`config.mk`:
```
export PLATFORM = sky130hd
export DESIGN_NAME = wb_port_arbiter
export DESIGN_NICKNAME = d
export VERILOG_FILES = /design/src/rtl/wisc_pkg.sv /design/src/rtl/wb_pend_fifo.sv /design/src/rtl/wb_port_arbiter.sv
export SDC_FILE = /design/constraint.sdc
export NUM_CORES = 1
export LEC_CHECK = 0
export ABC_AREA = 1
export CAP_MARGIN = 20
export CORE_MARGIN = 10
export CORE_UTILIZATION = 49
export CTS_CLUSTER_DIAMETER = 40
export DETAILED_ROUTE_END_ITERATION = 6
export PLACE_DENSITY = 0.91
export SETUP_SLACK_MARGIN = 0.3
export SLEW_MARGIN = 20
export SYNTH_ARGS = -nofsm -noshare
export SYNTH_HDL_FRONTEND = slang
export SYNTH_SLANG_ARGS = --single-unit
```
`constraint.sdc`:
```
create_clock -name clk -period 2.3 [get_ports clk]
set_clock_uncertainty 0.15 [all_clocks]
set_input_delay 0.46 -clock clk [delete_from_list [all_inputs] [get_ports clk]]
set_output_delay 0.46 -clock clk [all_outputs]
set_load 0.02 [all_outputs]
```
`src/rtl/wisc_pkg.sv`:
```
// Shared widths and the pending-write entry format for the writeback path.
package wisc_pkg;
  localparam int DATA_W   = 16;
  localparam int REG_AW   = 3;
  localparam int NUM_REGS = 8;

  typedef struct packed {
    logic              vld;
    logic [REG_AW-1:0] dst;
    logic [DATA_W-1:0] data;
  } wb_entry_t;

  function automatic logic [NUM_REGS-1:0] reg_onehot(input logic [REG_AW-1:0] r);
    return NUM_REGS'(1) << r;
  endfunction
endpackage

```
`src/rtl/wb_pend_fifo.sv`:
```
// Circular queue of late load returns; entries can be squashed in place by address.
module wb_pend_fifo
  import wisc_pkg::*;
#(
  parameter int DEPTH = 2,
  localparam int PW   = $clog2(DEPTH),
  localparam int CW   = PW + 1
) (
  input  logic                         clk,
  input  logic                         rst,
  input  logic                         push,
  input  wb_entry_t                    push_entry,
  input  logic                         pop,
  input  logic                         squash_en,
  input  logic [REG_AW-1:0]            squash_dst,
  output wb_entry_t                    head_entry,
  output logic [CW-1:0]                count,
  output logic [DEPTH-1:0]             ent_vld,
  output logic [DEPTH-1:0][REG_AW-1:0] ent_dst
);
  logic [DEPTH-1:0][DATA_W-1:0] ent_data;
  logic [PW-1:0]                head, tail;

  // Popped slots drop their valid bit so ent_vld reflects only live entries.
  always_ff @(posedge clk or posedge rst) begin
    if (rst) begin
      ent_vld  <= '0;
      ent_dst  <= '0;
      ent_data <= '0;
    end else begin
      for (int i = 0; i < DEPTH; i++) begin
        if (push && tail == PW'(i)) begin
          ent_vld[i]  <= push_entry.vld;
          ent_dst[i]  <= push_entry.dst;
          ent_data[i] <= push_entry.data;
        end else if (pop && head == PW'(i)) begin
          ent_vld[i] <= 1'b0;
        end else if (squash_en && ent_dst[i] == squash_dst) begin
          ent_vld[i] <= 1'b0;
        end
      end
    end
  end

  always_ff @(posedge clk or posedge rst) begin
    if (rst) begin
      head  <= '0;
      tail  <= '0;
      count <= '0;
    end else begin
      if (pop)  head <= head + PW'(1);
      if (push) tail <= tail + PW'(1);
      case ({push, pop})
        2'b10:   count <= count + CW'(1);
        2'b01:   count <= count - CW'(1);
        default: count <= count;
      endcase
    end
  end

  assign head_entry = '{vld: ent_vld[head], dst: ent_dst[head], data: ent_data[head]};
endmodule

```
`src/rtl/wb_port_arbiter.sv`:
```
// Shares the register-file write port between writeback and buffered late load returns.
module wb_port_arbiter
  import wisc_pkg::*;
#(
  parameter int DEPTH    = 2,
  parameter int MAX_WAIT = 4
) (
  input  logic              clk,
  input  logic              rst,
  input  logic              pipe_we,
  input  logic [REG_AW-1:0] pipe_dst,
  input  logic [DATA_W-1:0] pipe_data,
  output logic              pipe_stall,
  input  logic              mem_valid,
  input  logic [REG_AW-1:0] mem_dst,
  input  logic [DATA_W-1:0] mem_data,
  output logic              mem_ready,
  output logic              rf_we,
  output logic [REG_AW-1:0] rf_addr,
  output logic [DATA_W-1:0] rf_data,
  output logic [NUM_REGS-1:0] pend_mask
);
  localparam int CW = $clog2(DEPTH) + 1;
  localparam int WW = $clog2(MAX_WAIT + 1);

  wb_entry_t                    head_entry, push_entry;
  logic [CW-1:0]                count;
  logic [DEPTH-1:0]             ent_vld;
  logic [DEPTH-1:0][REG_AW-1:0] ent_dst;
  logic                         pipe_go, pop, push, q_empty;
  logic [WW-1:0]                wait_cnt, wait_nxt;

  assign q_empty   = (count == '0);
  assign mem_ready = (count < CW'(DEPTH));
  assign pipe_go   = pipe_we && !pipe_stall;
  assign pop       = !pipe_go && !q_empty;
  assign push      = mem_valid && mem_ready;

  // A same-cycle pipe write to the same register is younger, so the return lands dead.
  assign push_entry = '{vld: !(pipe_go && pipe_dst == mem_dst), dst: mem_dst, data: mem_data};

  wb_pend_fifo #(.DEPTH(DEPTH)) u_fifo (
    .clk        (clk),
    .rst        (rst),
    .push       (push),
    .push_entry (push_entry),
    .pop        (pop),
    .squash_en  (pipe_go),
    .squash_dst (pipe_dst),
    .head_entry (head_entry),
    .count      (count),
    .ent_vld    (ent_vld),
    .ent_dst    (ent_dst)
  );

  always_comb begin
    rf_we   = 1'b0;
    rf_addr = '0;
    rf_data = '0;
    if (pipe_go) begin
      rf_we   = 1'b1;
      rf_addr = pipe_dst;
      rf_data = pipe_data;
    end else if (pop && head_entry.vld) begin
      rf_we   = 1'b1;
      rf_addr = head_entry.dst;
      rf_data = head_entry.data;
    end
  end

  always_comb begin
    pend_mask = '0;
    for (int i = 0; i < DEPTH; i++)
      if (ent_vld[i]) pend_mask = pend_mask | reg_onehot(ent_dst[i]);
  end

  // Only a live head accrues wait; a squashed head holds the count until it drains.
  always_comb begin
    wait_nxt = wait_cnt;
    if (q_empty || pop)
      wait_nxt = '0;
    else if (head_entry.vld && wait_cnt != WW'(MAX_WAIT))
      wait_nxt = wait_cnt + WW'(1);
  end

  always_ff @(posedge clk or posedge rst) begin
    if (rst) begin
      wait_cnt   <= '0;
      pipe_stall <= 1'b0;
    end else begin
      wait_cnt <= wait_nxt;
      if (pop)
        pipe_stall <= 1'b0;
      else if (wait_nxt == WW'(MAX_WAIT))
        pipe_stall <= 1'b1;
    end
  end
endmodule
```
# [Word-level counts from Yosys, hierarchy flattened]
# Index checks and enable logic that the tools add are counted.
[word_totals] register_bits=48 output_inout_bits=30
[classes] addsub=5 n_lt_le_gt_ge=2 n_eq_ne=7 shift=2 muxes=25 bitwise_logic=3 n_reduce_logical=22
[ops] cell="16-bit two-way mux" n=4
[ops] cell="3-bit two-way mux" n=6
[ops] cell="8-bit two-way mux" n=2
[ops] cell="1-bit by 3-bit left shift with 8-bit output (first input constant)" n=2
[ops] cell="1-bit logical AND" n=12
[ops] cell="1-bit two-way mux" n=12
[ops] cell="3-bit equality test" n=3
[ops] cell="8-bit bitwise OR" n=1
[ops] cell="3-bit nonzero test" n=2
[ops] cell="1-bit logical NOT" n=4
[ops] cell="2-bit case mux with 2 select lines" n=1
[ops] cell="2-bit nonzero test" n=2
[ops] cell="3-bit by 1-bit adder with 3-bit output (second input constant)" n=1
[ops] cell="3-bit equality test (second input constant)" n=1
[ops] cell="3-bit != test (second input constant)" n=1
[ops] cell="1-bit adder (second input constant)" n=2
[ops] cell="2-bit by 1-bit adder with 2-bit output (second input constant)" n=1
[ops] cell="2-bit by 1-bit equality test with 1-bit output (second input constant)" n=1
[ops] cell="2-bit equality test (second input constant)" n=1
[ops] cell="2-bit logical NOT" n=1
[ops] cell="1-bit by 2-bit < comparator with 1-bit output (second input constant)" n=1
[ops] cell="2-bit < comparator (second input constant)" n=1
[ops] cell="1-bit NOT" n=2
[ops] cell="2-bit by 1-bit subtractor with 2-bit output (second input constant)" n=1
[ops] cell="1-bit logical OR" n=1

# [Longest topological paths before layout]
[logic_depth] ltp_word=9 mapped_depth=8 depth_no_buf=8

# [By module]
# A second synthesis with hierarchy kept.
[hier_totals] hier_cells=404 hier_area_um2=2839.0
[by_module_without_submodules] module="wb_pend_fifo" n_inst=1 cells_per_inst=264 area_per_inst_um2=2083.2 seq_area_each_um2=1101.1
[by_module_without_submodules] module="wb_port_arbiter" n_inst=1 cells_per_inst=140 area_per_inst_um2=755.7 seq_area_each_um2=100.1

# [Worst setup path after synthesis]
# No wires, ideal clock.
[synth_path] path_type="register to output" start="register pipe_stall" end="output rf_addr[1]" arrival_time_ps=1327 t_required_ps=1690 path_slack_ps=363 stages_incl_launch_ff=8 path_buffers=1 cell_sequence="dfrtp_1 inv_1 nand2_4 nand2_2 a21oi_4 buf_6 o211ai_2 o21ai_0"
[synth_between] elab_chain_len=7
[synth_lines] element="from (decl)" line="wb_port_arbiter.sv:13" text="output logic pipe_stall,"
[synth_lines] element="from (signal assigned)" line="wb_port_arbiter.sv:89" text="pipe_stall <= 1'b0;"
[synth_lines] element="from (signal assigned)" line="wb_port_arbiter.sv:93" text="pipe_stall <= 1'b0;"
[synth_lines] element="from (signal assigned)" line="wb_port_arbiter.sv:95" text="pipe_stall <= 1'b1;"
[synth_lines] element="1-bit logical NOT *" line="wb_port_arbiter.sv:35" text="assign pipe_go = pipe_we && !pipe_stall;"
[synth_lines] element="1-bit logical AND *" line="wb_port_arbiter.sv:35"
[synth_lines] element="1-bit logical NOT" line="wb_port_arbiter.sv:36" text="assign pop = !pipe_go && !q_empty;"
[synth_lines] element="1-bit logical AND" line="wb_port_arbiter.sv:36"
[synth_lines] element="1-bit logical AND" line="wb_port_arbiter.sv:64" text="end else if (pop && head_entry.vld) begin"
[synth_lines] element="3-bit two-way mux" line="wb_port_arbiter.sv:64"
[synth_lines] element="3-bit two-way mux *" line="wb_port_arbiter.sv:60" text="if (pipe_go) begin"
[synth_lines] element="to (decl)" line="wb_port_arbiter.sv:19" text="output logic [REG_AW-1:0] rf_addr,"
# Every way passes the cells marked *; elsewhere a longest branch is shown, timed or not.

# [Worst setup path in the final report]
[layout_path] start="register u_fifo.head" end="output rf_data[7]"
[layout_between] elab_chain_len=5 word_cells_on_any_way=7 classes_between="6 x mux; 1 x reduce/logical"
[layout_lines] element="from (decl)" line="wb_pend_fifo.sv:22" text="logic [PW-1:0] head, tail;"
[layout_lines] element="from (signal assigned)" line="wb_pend_fifo.sv:51" text="if (pop) head <= head + PW'(1);"
[layout_lines] element="1-bit two-way mux (not written as such) (2 in a row)" line="wb_pend_fifo.sv:61" text="assign head_entry = '{vld: ent_vld[head], dst: ent_dst[head], data: ent_data[head]};"
[layout_lines] element="1-bit logical AND" line="wb_port_arbiter.sv:64"
[layout_lines] element="16-bit two-way mux *" line="wb_port_arbiter.sv:64"
[layout_lines] element="16-bit two-way mux *" line="wb_port_arbiter.sv:60"
[layout_lines] element="to (decl)" line="wb_port_arbiter.sv:20" text="output logic [DATA_W-1:0] rf_data,"
# Every way passes the cells marked *; elsewhere a longest branch is shown, timed or not. The select of a mux whose other input is x is not followed.

==> PnR_summary.wiki <==
{| class="wikitable"
! Metric !! Value
|-
| Run status || finished clean
|-
| Yosys synthesis warning count || 0
|-
| Sinks on Clock Net || 48
|-
| Net Sw Frac || 43.8%
|-
| Combinational family with the most area after synthesis || simple AND/OR/NAND/NOR gates
|-
| GPL Wtd Cong || 0.941
|-
| Drt wl/cell || 16.6 um
|-
| Sequential area share after synthesis || 43.8%
|-
| Final design instance area without fill || 0.00384 mm^2
|-
| Power per cell area || 1140 mW/mm^2
|-
| Relative contribution of combinational cells to total power || 50.4%
|-
| Core area || 0.00547 mm^2
|-
| Detail Route Antenna Nets || 0
|-
| Met3 wirelength from detailed routing || 662 um
|-
| Max transition margin || 53.8%
|-
| Total DRC errors in the routed layout || 0
|-
| Post-placement cell area || 0.00366 mm^2
|-
| Root Buffer || sky130_fd_sc_hd__clkbuf_8
|-
| Total power || 4.38 mW
|-
| Relative contribution of sequential cells to total power || 34.8%
|-
| Cell variety after synth || 33
|-
| Detailed router's first-iteration violation count || 242
|-
| Post-layout nets || 504
|-
| Clock period minus worst slack || 2.25 ns
|-
| Max clock buf depth || 2
|-
| Post-Syn Nets || 408
|-
| Setup repair after global routing missed its margin || true
|-
| Parity-gate share of the synthesized area counting xor and xnor cells || 1.91%
|-
| Total of flip-flops plus latches after synthesis || 48
|-
| Total met2 wirelength after detailed routing || 4390 um
|-
| Multiplexer area fraction after synthesis || 0%
|-
| Crit path launch type || flop
|-
| Fraction of final layout cells sized beyond drive strength 1 || 21.3%
|-
| Number of antenna diodes || 0
|-
| Leakage || 1.97 nW
|-
| Class of the tightest hold or removal check || in -> async
|-
| Final Non-Filler Cells || 532
|-
| Synth Cell Area || 0.00275 mm^2
|-
| Post-CTS Hold Fix Bufs || 0
|-
| Die footprint || 0.00900 mm^2
|-
| Area of all sequential standard cells || 0.00121 mm^2
|-
| Final count of hold timing violations || 0
|-
| Clock latency on the worst-skew pair || 0.31 ns
|-
| Antenna violations before repair || 0
|-
| Largest net degree at the start of global routing || 49
|-
| NetSw || 1.92 mW
|-
| Filler cell count || 416
|-
| Wire length of the first global-routing pass || 13,800 um
|-
| Starting utilization of the core area || 50.2%
|-
| Adder-cell area share of the yosys netlist || 1.37%
|-
| Setup-failing EPs final || 0
|-
| Worst voltage drop across the vdd grid || 0.601 mV
|-
| Port Buffer Count || 71
|-
| Via count of the first global-routing pass || 2,841
|-
| Multi-input gate area in the final layout || 0.00128 mm^2
|-
| Sequence of cells on the critical path || nand2_1 -> a21oi_4 -> buf_6 -> buf_16 -> o211ai_1 -> nand2_1 -> buf_6
|-
| Critical Path Max Stage Delay || 0.41 ns
|-
| Critical Path Slowest Stage Cell || sky130_fd_sc_hd__dfrtp_1
|-
| Vias/cell || 5.35
|-
| FP Rows || 27
|-
| Data arrival time at the worst-slack endpoint || 1.64 ns
|-
| # H-tree levels || 2
|-
| Global routing usage summed across all routing layers || 19.2%
|-
| Synth-to-Final Area Change || 40.0%
|-
| Final slew viol count || 0
|-
| Die H || 94.9 um
|-
| Clock transition at the register clock pins on the worst setup and hold paths after CTS || 0.09 ns
|-
| F_max || 444 MHz
|-
| Fraction of the mapped netlist area in compound gates || 16.7%
|-
| Period utilization || 98.0%
|-
| Horizontal die dimension || 94.9 um
|-
| Transition time of the tightest slew-check pin || 0.693 ns
|-
| Total number of vias || 2,847
|-
| CP Class || reg -> out
|-
| Type of element capturing the critical path || output port
|-
| Final setup margin || 0.0461 ns
|-
| Count of maximum capacitance violations || 0
|-
| Final-layout worst hold slack || 0.343 ns
|-
| TritonCTS clock tree || built
|-
| DRT Wirelength || 8830 um
|-
| Syn avg cell area || 7.56 um^2
|-
| Place WS || -0.526 ns
|-
| Post-synthesis simple-gate area fraction || 25.9%
|-
| HPWL after detailed placement || 5930 um
|-
| Part of the total power dissipated in the clock network || 14.9%
|-
| Maximum net fanout on the critical path || 6
|-
| Placed Cells || 514
|-
| Synth Instances || 363
|-
| DRT met1 WL || 3480 um
|-
| Internal portion of total power || 2.46 mW
|-
| Uppermost metal layer occupied by signal nets || met4
|-
| Inserted Clock Buffers || 5
|-
| Worst EP required || 1.69 ns
|-
| Number of detailed-routing iterations run before antenna repair || 4
|-
| Overall overflow remaining after global route || 0
|-
| Top-level I/O count || 72
|}
==> cells in the mapped netlist <==
| cell type | count | area (um^2) |
|---|---|---|
| sky130_fd_sc_hd__a21oi_1 | 7 | 35.0 |
| sky130_fd_sc_hd__a21oi_4 | 1 | 16.3 |
| sky130_fd_sc_hd__buf_2 | 3 | 15.0 |
| sky130_fd_sc_hd__buf_4 | 2 | 15.0 |
| sky130_fd_sc_hd__buf_6 | 4 | 45.0 |
| sky130_fd_sc_hd__clkbuf_1 | 3 | 11.3 |
| sky130_fd_sc_hd__clkbuf_2 | 1 | 5.00 |
| sky130_fd_sc_hd__clkbuf_4 | 1 | 7.51 |
| sky130_fd_sc_hd__clkbuf_8 | 1 | 13.8 |
| sky130_fd_sc_hd__dfrtp_1 | 48 | 1200 |
| sky130_fd_sc_hd__ha_1 | 3 | 37.5 |
| sky130_fd_sc_hd__inv_1 | 41 | 154 |
| sky130_fd_sc_hd__inv_2 | 5 | 18.8 |
| sky130_fd_sc_hd__nand2_1 | 139 | 522 |
| sky130_fd_sc_hd__nand2_2 | 3 | 18.8 |
| sky130_fd_sc_hd__nand2_4 | 1 | 11.3 |
| sky130_fd_sc_hd__nand3_1 | 7 | 35.0 |
| sky130_fd_sc_hd__nand3_2 | 1 | 10.0 |
| sky130_fd_sc_hd__nand4_1 | 2 | 12.5 |
| sky130_fd_sc_hd__nor2_1 | 9 | 33.8 |
| sky130_fd_sc_hd__nor2_2 | 1 | 6.26 |
| sky130_fd_sc_hd__nor3_1 | 1 | 5.00 |
| sky130_fd_sc_hd__o211ai_1 | 13 | 97.6 |
| sky130_fd_sc_hd__o211ai_2 | 6 | 75.1 |
| sky130_fd_sc_hd__o21ai_0 | 30 | 150 |
| sky130_fd_sc_hd__o21ai_1 | 11 | 55.1 |
| sky130_fd_sc_hd__o21bai_1 | 1 | 7.51 |
| sky130_fd_sc_hd__o22ai_1 | 2 | 12.5 |
| sky130_fd_sc_hd__o32ai_1 | 1 | 8.76 |
| sky130_fd_sc_hd__or2_0 | 8 | 50.1 |
| sky130_fd_sc_hd__or2_1 | 1 | 6.26 |
| sky130_fd_sc_hd__xnor2_1 | 3 | 26.3 |
| sky130_fd_sc_hd__xor2_1 | 3 | 26.3 |
==> final timing paths <==
check / startpoint / cells after the start / slack [ns] / endpoint
worst min-delay path: rst / 3 / 0.34 / wait_cnt[2]$_DFF_PP0_
min in group clk: u_fifo.ent_data[15]$_DFFE_PP0P_ / 2 / 0.34 / u_fifo.ent_data[15]$_DFFE_PP0P_
worst max-delay path: u_fifo.head$_DFFE_PP0P_ / 7 / 0.05 / rf_data[7]
worst min register to register: u_fifo.ent_data[15]$_DFFE_PP0P_ / 2 / 0.34 / u_fifo.ent_data[15]$_DFFE_PP0P_
worst max register to register: pipe_stall$_DFFE_PP0P_ / 9 / 0.50 / u_fifo.count[1]$_DFFE_PP0P_
max in group asynchronous: rst / 3 / 1.41 / u_fifo.ent_dst[0]$_DFFE_PP0P_
==> state kept, by name (all words and copies together) (netlist names) <==
register,count
pipe_stall,1
u_fifo.count,2
u_fifo.ent_data,32
u_fifo.ent_dst,6
u_fifo.ent_vld,2
u_fifo.head,1
u_fifo.tail,1
wait_cnt,3
==> through the flow <==
step	TNS, ns	utilization (%)
2_1_floorplan	0	-
3_3_place_gp	-9.53	66.8
3_5_place_dp	-10.11	66.8
4_1_cts	0	68.6
5_1_grt	-0.00430	70.2
6_report	0	70.2
==> cell type report <==
class,instances,share of cell area [%]
multi-input cells,254,33.3
flip-flops and latches,48,31.4
repair buffers,104,25.2
inverters,46,4.56
well taps,72,2.34
clock buffers,6,2.15
clock inverters,2,1.01
==> layer usage <==
layer	vias to the layer above	global-route usage [%]
li1	1344	-
met2	159	33.2
met1	1319	22.8
met4	0	8.10
met3	25	3.57
met5	-	0
==> critical path: cells and delay by family (launching register included) <==
family / cells / cell delay (ns)
DFF: 1 / 0.41
buffers and inverters: 3 / 0.38
AOI/OAI and AO/OA: 2 / 0.29
and+or+nand+nor: 2 / 0.24
==> kinds of logic after synthesis <==
family | after synthesis
AND/OR/NAND/NOR | 173
XOR/XNOR | 6
flip-flops | 48
AO/OA/AOI/OAI | 72
adder cells (fa/ha/maj) | 3
buffers and inverters | 61
==> placed cells by master, fill, tap and decap left out, drive strengths merged, types with 2 or more instances in the layout <==
| cell type | synthesis | final |
|---|---|---|
| ha | 3 | 3 |
| xor2 | 3 | 3 |
| buf | 9 | 60 |
| o22ai | 2 | 2 |
| inv | 46 | 46 |
| nand4 | 2 | 2 |
| or2 | 9 | 9 |
| nor2 | 10 | 10 |
| nand2 | 143 | 143 |
| clkdlybuf4s50 | 0 | 40 |
| xnor2 | 3 | 3 |
| o21ai | 41 | 41 |
| clkbuf | 6 | 7 |
| nand3 | 8 | 8 |
| dfrtp | 48 | 48 |
| a21oi | 8 | 8 |
| o211ai | 19 | 19 |
==> power groups by stage <==
stage	logic, mW	clock network [mW]	registers [mW]
after floorplan	1.39	0	1.43
after global placement	1.97	0	1.48
after detailed placement	2.04	0	1.50
after CTS	2.07	0.648	1.50
after global routing	2.45	0.689	1.55
final	2.21	0.651	1.52
==> timing repair <==
action | 4_1_cts | 5_1_grt
pin swaps | 4 | 4
endpoints found under the hold margin | 0 | 0
resized for setup | 145 | 23
gates cloned | 1 | 0
setup endpoints to repair | 29 | 28
buffers inserted | 4 | 5
Note: power is estimated with default switching activity, not from simulation.
